File: src/rtl/load_store_unit.sv
// load_store_unit: initiator side of the word-addressed data-memory interface.
// Turns byte-addressed load/store requests from the MEM stage into whole-word
// memory accesses. Byte and halfword stores are read-modify-write within a
// single ACCESS cycle. Each accepted request yields exactly one response,
// two edges after acceptance.
//
// Ports
//   clk, rst                 clock, asynchronous active-high reset
//   req_valid_i/req_ready_o  request handshake
//   req_write_i              1 = store, 0 = load
//   req_size_i               0 byte, 1 halfword, 2 word, 3 illegal
//   req_signed_i             sign-extend sub-word loads
//   req_addr_i, req_wdata_i  byte address, right-justified store data
//   resp_valid_o             one-cycle response pulse
//   resp_rdata_o             extended load data (0 for stores/errors)
//   resp_error_o             misaligned or out-of-range access
//   mem_address_o            registered word index
//   mem_write_enable_o       write strobe (ACCESS of a good store only)
//   mem_write_data_o         merged word to write
//   mem_read_data_i          combinational read of mem_address_o
module load_store_unit #(
   parameter int unsigned MEM_WORDS = 1024
) (
   input  logic        clk,
   input  logic        rst,
   input  logic        req_valid_i,
   output logic        req_ready_o,
   input  logic        req_write_i,
   input  logic [1:0]  req_size_i,
   input  logic        req_signed_i,
   input  logic [31:0] req_addr_i,
   input  logic [31:0] req_wdata_i,
   output logic        resp_valid_o,
   output logic [31:0] resp_rdata_o,
   output logic        resp_error_o,
   output logic [31:0] mem_address_o,
   output logic        mem_write_enable_o,
   output logic [31:0] mem_write_data_o,
   input  logic [31:0] mem_read_data_i
);

   localparam logic [1:0]  S_IDLE   = 2'd0;
   localparam logic [1:0]  S_ACCESS = 2'd1;
   localparam logic [1:0]  S_RESP   = 2'd2;
   localparam logic [31:0] ADDR_LIMIT = 32'(4 * MEM_WORDS);

   logic [1:0]  state_q, state_d;
   logic        ready_q, ready_d;
   logic        write_q, write_d;
   logic [1:0]  size_q, size_d;
   logic        signed_q, signed_d;
   logic [1:0]  lane_q, lane_d;
   logic [31:0] wdata_q, wdata_d;
   logic        err_q, err_d;
   logic [31:0] maddr_q, maddr_d;
   logic        rvalid_q, rvalid_d;
   logic [31:0] rdata_q, rdata_d;
   logic        rerr_q, rerr_d;

   logic        accept;
   logic        req_err;
   logic [7:0]  byte_sel;
   logic [15:0] half_sel;
   logic [31:0] load_ext;
   logic [31:0] merged;

   assign accept = req_valid_i && ready_q;

   // Misalignment, illegal size and out-of-range checks on the incoming request
   always_comb begin
      req_err = 1'b0;
      unique case (req_size_i)
         2'd0:    req_err = 1'b0;
         2'd1:    req_err = req_addr_i[0];
         2'd2:    req_err = (req_addr_i[1:0] != 2'b00);
         default: req_err = 1'b1;
      endcase
      if (req_addr_i >= ADDR_LIMIT) req_err = 1'b1;
   end

   // Lane selection and extension of the read word for loads
   always_comb begin
      byte_sel = mem_read_data_i[{lane_q, 3'b000} +: 8];
      half_sel = mem_read_data_i[{lane_q[1], 4'b0000} +: 16];
      unique case (size_q)
         2'd0:    load_ext = {{24{signed_q & byte_sel[7]}}, byte_sel};
         2'd1:    load_ext = {{16{signed_q & half_sel[15]}}, half_sel};
         default: load_ext = mem_read_data_i;
      endcase
   end

   // Store word: replace only the target lane of the current memory word
   always_comb begin
      merged = mem_read_data_i;
      unique case (size_q)
         2'd0:    merged[{lane_q, 3'b000} +: 8] = wdata_q[7:0];
         2'd1:    merged[{lane_q[1], 4'b0000} +: 16] = wdata_q[15:0];
         default: merged = wdata_q;
      endcase
   end

   // Next-state and registered-output logic
   always_comb begin
      state_d  = state_q;
      ready_d  = 1'b0;
      write_d  = write_q;
      size_d   = size_q;
      signed_d = signed_q;
      lane_d   = lane_q;
      wdata_d  = wdata_q;
      err_d    = err_q;
      maddr_d  = maddr_q;
      rvalid_d = 1'b0;
      rdata_d  = 32'h0;
      rerr_d   = 1'b0;
      unique case (state_q)
         S_IDLE: begin
            ready_d = 1'b1;
            if (accept) begin
               state_d  = S_ACCESS;
               ready_d  = 1'b0;
               write_d  = req_write_i;
               size_d   = req_size_i;
               signed_d = req_signed_i;
               lane_d   = req_addr_i[1:0];
               wdata_d  = req_wdata_i;
               err_d    = req_err;
               maddr_d  = {2'b00, req_addr_i[31:2]};
            end
         end
         S_ACCESS: begin
            state_d  = S_RESP;
            rvalid_d = 1'b1;
            rerr_d   = err_q;
            rdata_d  = (!err_q && !write_q) ? load_ext : 32'h0;
         end
         S_RESP: begin
            state_d = S_IDLE;
            ready_d = 1'b1;
         end
         default: begin
            state_d = S_IDLE;
         end
      endcase
   end

   // State registers; reset holds ready low so the first edge after release never accepts
   always_ff @(posedge clk or posedge rst) begin
      if (rst) begin
         state_q  <= S_IDLE;
         ready_q  <= 1'b0;
         write_q  <= 1'b0;
         size_q   <= 2'd0;
         signed_q <= 1'b0;
         lane_q   <= 2'd0;
         wdata_q  <= 32'h0;
         err_q    <= 1'b0;
         maddr_q  <= 32'h0;
         rvalid_q <= 1'b0;
         rdata_q  <= 32'h0;
         rerr_q   <= 1'b0;
      end else begin
         state_q  <= state_d;
         ready_q  <= ready_d;
         write_q  <= write_d;
         size_q   <= size_d;
         signed_q <= signed_d;
         lane_q   <= lane_d;
         wdata_q  <= wdata_d;
         err_q    <= err_d;
         maddr_q  <= maddr_d;
         rvalid_q <= rvalid_d;
         rdata_q  <= rdata_d;
         rerr_q   <= rerr_d;
      end
   end

   assign req_ready_o        = ready_q;
   assign resp_valid_o       = rvalid_q;
   assign resp_rdata_o       = rdata_q;
   assign resp_error_o       = rerr_q;
   assign mem_address_o      = maddr_q;
   // Write strobe follows the state register directly so reset removes it at once
   assign mem_write_enable_o = (state_q == S_ACCESS) && write_q && !err_q;
   assign mem_write_data_o   = mem_write_enable_o ? merged : 32'h0;

endmodule

File: config.mk
export PLATFORM = sky130hd
export DESIGN_NAME = load_store_unit
export DESIGN_NICKNAME = d
export VERILOG_FILES = /design/src/rtl/load_store_unit.sv
export SDC_FILE = /design/constraint.sdc
export NUM_CORES = 1
export LEC_CHECK = 0
export BUFFER_PORTS_ARGS = -buffer_cell sky130_fd_sc_hd__buf_4
export CAP_MARGIN = 20
export CORE_MARGIN = 1.5
export CORE_UTILIZATION = 45
export CTS_BUF_LIST = sky130_fd_sc_hd__clkbuf_4 sky130_fd_sc_hd__clkbuf_8
export DETAILED_ROUTE_END_ITERATION = 10
export GPL_ROUTABILITY_DRIVEN = 0
export PLACE_DENSITY = 0.76
export SLEW_MARGIN = 20
export SYNTH_ARGS = -nofsm -noshare
export SYNTH_HDL_FRONTEND = slang
export SYNTH_SLANG_ARGS = --single-unit
File: constraint.sdc
create_clock -name clk -period 3.5 [get_ports clk]
set_input_delay 0.7 -clock clk [delete_from_list [all_inputs] [get_ports clk]]
set_output_delay 0.7 -clock clk [all_outputs]
set_load 0.02 [all_outputs]
Yosys cells after proc, flatten, opt, wreduce, memory -nomap -nowiden
Cells that the tools add are included.
{"block": "word_totals", "register_bits": 106, "word_cells": 55, "output_inout_bits": 100, "latchBits": 0, "input_bits": 103, "n_memories": 0, "ramBits": 0, "rom_bits": 0}
{"block": "classes", "reduce_logical": 11, "add_sub_neg": 2, "n_shift": 6, "bitwise_logic": 2, "mul": 0, "magnitude_cmp": 1, "n_eq_ne": 6, "n_div": 0, "muxes": 15}
{"operator": "32-bit one-hot mux with 2 select lines", "n": 2}
{"operator": "32-bit 2-to-1 mux", "n": 3}
{"operator": "32-bit bitwise mux", "n": 2}
{"operator": "32-bit by 13-bit greater-or-equal comparator with 1-bit output, second input constant", "n": 1}
{"operator": "16-bit by 7-bit variable shift with 32-bit output, first input constant", "n": 1}
{"operator": "8-bit by 7-bit variable shift with 32-bit output, first input constant", "n": 1}
{"operator": "16-bit by 7-bit variable part select with 32-bit output", "n": 1}
{"operator": "32-bit by 6-bit variable part select with 16-bit output", "n": 1}
{"operator": "32-bit by 6-bit variable part select with 8-bit output", "n": 1}
{"operator": "8-bit by 7-bit variable part select with 32-bit output", "n": 1}
{"operator": "5-bit negation with 7-bit output", "n": 2}
{"operator": "2-bit by 1-bit equality test with 1-bit output, second input constant", "n": 3}
{"operator": "2-bit logical NOT", "n": 3}
{"operator": "2-bit equality test, second input constant", "n": 2}
{"operator": "1-bit logical AND", "n": 4}
{"operator": "1-bit 2-to-1 mux", "n": 4}
{"operator": "2-bit one-hot mux with 2 select lines", "n": 1}
{"operator": "1-bit one-hot mux with 3 select lines", "n": 1}
{"operator": "1-bit bitwise AND", "n": 2}
{"operator": "1-bit logical NOT", "n": 2}
{"operator": "2-bit 2-to-1 mux", "n": 1}
{"operator": "2-bit != test, second input constant", "n": 1}
{"operator": "1-bit one-hot mux with 2 select lines", "n": 1}
{"operator": "2-bit AND reduction", "n": 1}
{"operator": "2-bit nonzero test", "n": 1}

Logic depth before layout (Yosys ltp)
{"block": "depth", "ltp_word": 5, "ltp_mapped": 8, "mapped_depth_nobuf": 6}

Worst setup path before layout
No wires, ideal clock.
{"block": "synth_timing", "kind": "register to output", "from": "register lane_q[1]", "to": "output mem_write_data_o[24]", "required_ps": 2800, "n_path_buf": 2, "arrival_ps": 2185, "setup_slack_ps": 615, "path_stages_with_launch": 8, "cell_sequence": "dfrtp_1 buf_4 inv_1 clkbuf_1 ha_1 or4b_1 nor2_2 a221o_1"}
{"block": "synth_via", "elab_chain_len": 5}
{"item": "start: declaration", "line": "52", "text": "logic [1:0] lane_q, lane_d;"}
{"item": "start signal: assignment", "line": "168", "text": "lane_q <= lane_d;"}
{"item": "5-bit negation with 7-bit output, on equally long branches", "line": "97, 96"}
{"item": "16-bit by 7-bit variable part select with 32-bit output (tied with other cells)", "line": "97", "text": "2'd1: merged[{lane_q[1], 4'b0000} +: 16] = wdata_q[15:0];"}
{"item": "32-bit bitwise mux, on equally long branches", "line": "97, 96"}
{"item": "32-bit one-hot mux with 2 select lines (*)", "line": "95", "text": "unique case (size_q)"}
{"item": "32-bit 2-to-1 mux (*)", "line": "185", "text": "assign mem_write_data_o = mem_write_enable_o ? merged : 32'h0;"}
{"item": "end: declaration", "line": "38", "text": "output logic [31:0] mem_write_data_o,"}
Every way passes the cells marked *; elsewhere a longest branch is shown, timed or not.

Worst setup path in the final report
{"block": "layout_timing", "from": "register lane_q[1]", "to": "output mem_write_data_o[26]"}
The elaborated chain is that of the path after synthesis.

==> results summary <==
The flow ran to the end, and the final reports show no timing, DRC or antenna violations. By startpoint and endpoint, the worst setup path is classified as reg -> out. The count of instances resized after the clock tree is built is 0. The H-tree generated during clock tree synthesis spans 3 levels.

The post-route clock period utilization is 0.944. By area the synthesized netlist is led by sky130_fd_sc_hd__dfrtp_1, sky130_fd_sc_hd__mux2_2, sky130_fd_sc_hd__mux2i_1. The via count of the first global-routing pass came out at 4,943. The hold violation count in the final report is 0. The final-layout setup total negative slack is 0 ns. The highest fanout seen on the critical path came out at 13.

The starting DRC count in detailed routing came out at 367. The transition time of the tightest slew-check pin came out at 0.942 ns. For this design the top-level I/O count stands at 203.

The die extent in y is 115 um. The first-pass detailed-route iteration total is 5. Summed over all layers, the global routing overflow is 0. Across the VDD grid, the largest voltage drop is 498 uV. The number of nets in the final layout came out at 798. Of all flip-flops after synthesis, the portion carrying an async set or reset was 1.00. The max-cap violation count came out at 0.

The antenna diode instance count came out at 0. The worst setup path is launched from a flop. The number of buffers created by CTS is 9. Of the post-synthesis cell area, the dominant cell type holds 0.473. During placement, the flow inserted port buffers numbering 200. The static leakage is 3.55 nW. Among all flip-flop cells after synthesis, the most frequent one is sky130_fd_sc_hd__dfrtp_1. The clock input transition at the sequential cells of the worst setup and hold paths came out at 0.10 ns.

The average cell area after synthesis is 11.0 um^2. The netlist area before placement is 0.00561 mm^2. TritonCTS built the clock tree. The cell chosen for the clock root is sky130_fd_sc_hd__clkbuf_8. Summed over all nets, the half-perimeter wirelength after detailed placement is 13,100 um. For this configuration, the core starts out at a cell density of 0.463. The insertion delay to the later sink of the worst-skew pair came out at 0.38 ns.

The number of hold buffers added after cts came out at 0. The total power density per cell area is 746 mW/mm^2. The critical path data arrival time came out at 2.60 ns. The shortest period the worst path allows came out at 3.30 ns. The number of vias after detailed routing came out at 5,115. The share of the Yosys chip area taken by registers is 0.473. After detailed routing, the total wire length is 17,500 um. The worst setup skew after layout is 0.00775 ns. The clock sink total is 106. The layout overhead on the synthesized area came out at 32.4%. The register bit total from synthesis is 106. The largest net degree at the start of global routing came out at 58. After detailed routing, the number of remaining DRC violations is 0.

Row generation in the floorplan step produced 40 rows. Counting flops with a built-in enable in the synthesized netlist gives 0. The initial antenna violation count came out at 0. The via-per-instance ratio is 5.93. The number of max-slew violations in the final report came out at 0. The post-route worst hold slack is 0.428 ns.

The region available for standard cell placement spans 0.0121 mm^2. The number of library cell types mapped by synthesis is 50. The worst hold path belongs to the class in -> async. The worst setup path is captured at an output port. The maximum root-to-sink buffer count is 2. For this run, the top clock speed supported by timing is 303 MHz.

The global-route usage over all layers is 0.268. The residual antenna-violating net count after detailed routing is 0. In this run the post-CTS setup repair buffer count came out at 0. The required time at the endpoint of the critical path came out at 2.80 ns. The die boundary width came out at 115 um. Setup repair after global routing left no endpoint under its margin.

Setup violations remaining at the end of the flow were counted as 0. The first global-routing pass estimated 26,500 um of wire. The worst pin sits at a relative slew slack of 0.368. The count of synthesis-stage warnings from yosys came out at 0. The die covers 0.0131 mm^2. The synthesized instance count is 510. The proportion of layout cells with a drive suffix above 1 is 0.443. The biggest area contributor in the post-synthesis netlist is sky130_fd_sc_hd__dfrtp_1. The detailed-route wire length per cell came out at 20.2 um.
metrics by stage:
step / utilization / cells / setup slack (ns) / power, W / area, um^2
detailed placement: 0.597 / 847 / 0.566 / 0.00476 / 7230
floorplan: - / 511 / 0.0111 / 0.00390 / 5620
CTS: 0.613 / 863 / 0.124 / 0.00554 / 7420
global placement: 0.597 / 847 / 0.674 / 0.00466 / 7230
finish: 0.613 / 863 / 0.195 / 0.00555 / 7430
global route: 0.613 / 863 / 0.0534 / 0.00585 / 7430
final timing paths:
kind / from / end / slack, ns / cells after the start
max in group asynchronous: rst / resp_rdata_o[23]$_DFF_PP0_ / 2.36 / 3
min in group clk: state_q[0]$_DFFE_PP0N_ / req_ready_o$_DFF_PP0_ / 0.50 / 1
min: rst / mem_address_o[9]$_DFFE_PP0P_ / 0.43 / 2
min reg2reg: state_q[0]$_DFFE_PP0N_ / req_ready_o$_DFF_PP0_ / 0.50 / 1
max reg2reg: lane_q[1]$_DFFE_PP0P_ / resp_rdata_o[27]$_DFF_PP0_ / 1.18 / 5
max: lane_q[1]$_DFFE_PP0P_ / mem_write_data_o[26] / 0.20 / 6
cell families (layout without fill, tap and decap cells):
| family | count (synthesis) | count (layout) | share of synthesized area |
|---|---|---|---|
| compound gates | 135 | 135 | 0.177 |
| fa+ha+maj | 5 | 5 | 0.0111 |
| buf+inv | 55 | 239 | 0.0453 |
| flops | 106 | 106 | 0.473 |
| mux | 89 | 89 | 0.188 |
| other cells | 1 | 2 | 0.000668 |
| simple gates | 119 | 119 | 0.105 |
Yosys cell counts (15+ instances only):
library cell,n
sky130_fd_sc_hd__a21o_1,16
sky130_fd_sc_hd__a21oi_1,15
sky130_fd_sc_hd__a221o_1,15
sky130_fd_sc_hd__buf_2,17
sky130_fd_sc_hd__clkbuf_1,18
sky130_fd_sc_hd__dfrtp_1,106
sky130_fd_sc_hd__mux2_2,63
sky130_fd_sc_hd__mux2i_1,19
sky130_fd_sc_hd__nand2_1,39
sky130_fd_sc_hd__nor2_1,45
sky130_fd_sc_hd__o21ai_0,23
critical path: stages, from the launching register on:
cell	delay (ns)
sky130_fd_sc_hd__dfrtp_1	0.41
sky130_fd_sc_hd__inv_1	0.26
sky130_fd_sc_hd__ha_1	0.35
sky130_fd_sc_hd__or4b_1	0.55
sky130_fd_sc_hd__nor2_2	0.29
sky130_fd_sc_hd__a221o_1	0.22
sky130_fd_sc_hd__buf_4	0.14
layout make-up:
type                            instances  area, um^2
Inverter                               10        40.0
Multi-Input combinational cell        350        2710
Clock inverter                          6        65.1
Tap cell                              168         210
Clock buffer                           10         131
Sequential cell                       106        2650
Timing Repair Buffer                  213        1620
Fill cell                            1047        4680
layer usage:
| layer | part of all wire | wire length, um | global-route usage |
|---|---|---|---|
| met4 | 0.043 | 755 | 0.153 |
| met2 | 0.47 | 8200 | 0.434 |
| met5 | 0 | 0 | 0 |
| met3 | 0.10 | 1820 | 0.0672 |
| met1 | 0.38 | 6680 | 0.328 |
report_power, final:
| part | leakage (nW) | switching (W) | internal (W) |
|---|---|---|---|
| clock network | 0.100 | 0.000430 | 0.000342 |
| logic | 2.13 | 0.00140 | 0.00129 |
| registers | 1.32 | 0.000431 | 0.00165 |
| total | 3.55 | 0.00226 | 0.00328 |
placed cells by master (no fill, tap or decap), drive strengths merged, types with 2 or more instances in the layout:
cell type | Yosys | routed
nand2 | 40 | 40
nor2 | 46 | 46
nor3 | 11 | 11
ha | 5 | 5
a32o | 7 | 7
a21o | 16 | 16
clkinv | 1 | 3
o21ai | 24 | 24
a2111oi | 7 | 7
a221o | 15 | 15
mux2 | 63 | 63
nand3b | 2 | 2
a221oi | 7 | 7
a21oi | 15 | 15
conb | 1 | 2
nor2b | 2 | 2
dfrtp | 106 | 106
nand2b | 3 | 3
mux2i | 19 | 19
mux4 | 7 | 7
o22ai | 14 | 14
inv | 9 | 11
nor4 | 7 | 7
a211oi | 2 | 2
a22oi | 8 | 8
a2bb2oi | 14 | 14
clkbuf | 18 | 10
buf | 27 | 213
flip-flops by register name, summed over array words and instances (netlist names):
name	flops
size_q	2
resp_rdata_o	32
resp_error_o	1
signed_q	1
err_q	1
write_q	1
wdata_q	32
resp_valid_o	1
state_q	2
mem_address_o	30
lane_q	2
req_ready_o	1
Note: power is estimated with default switching activity, not from simulation.
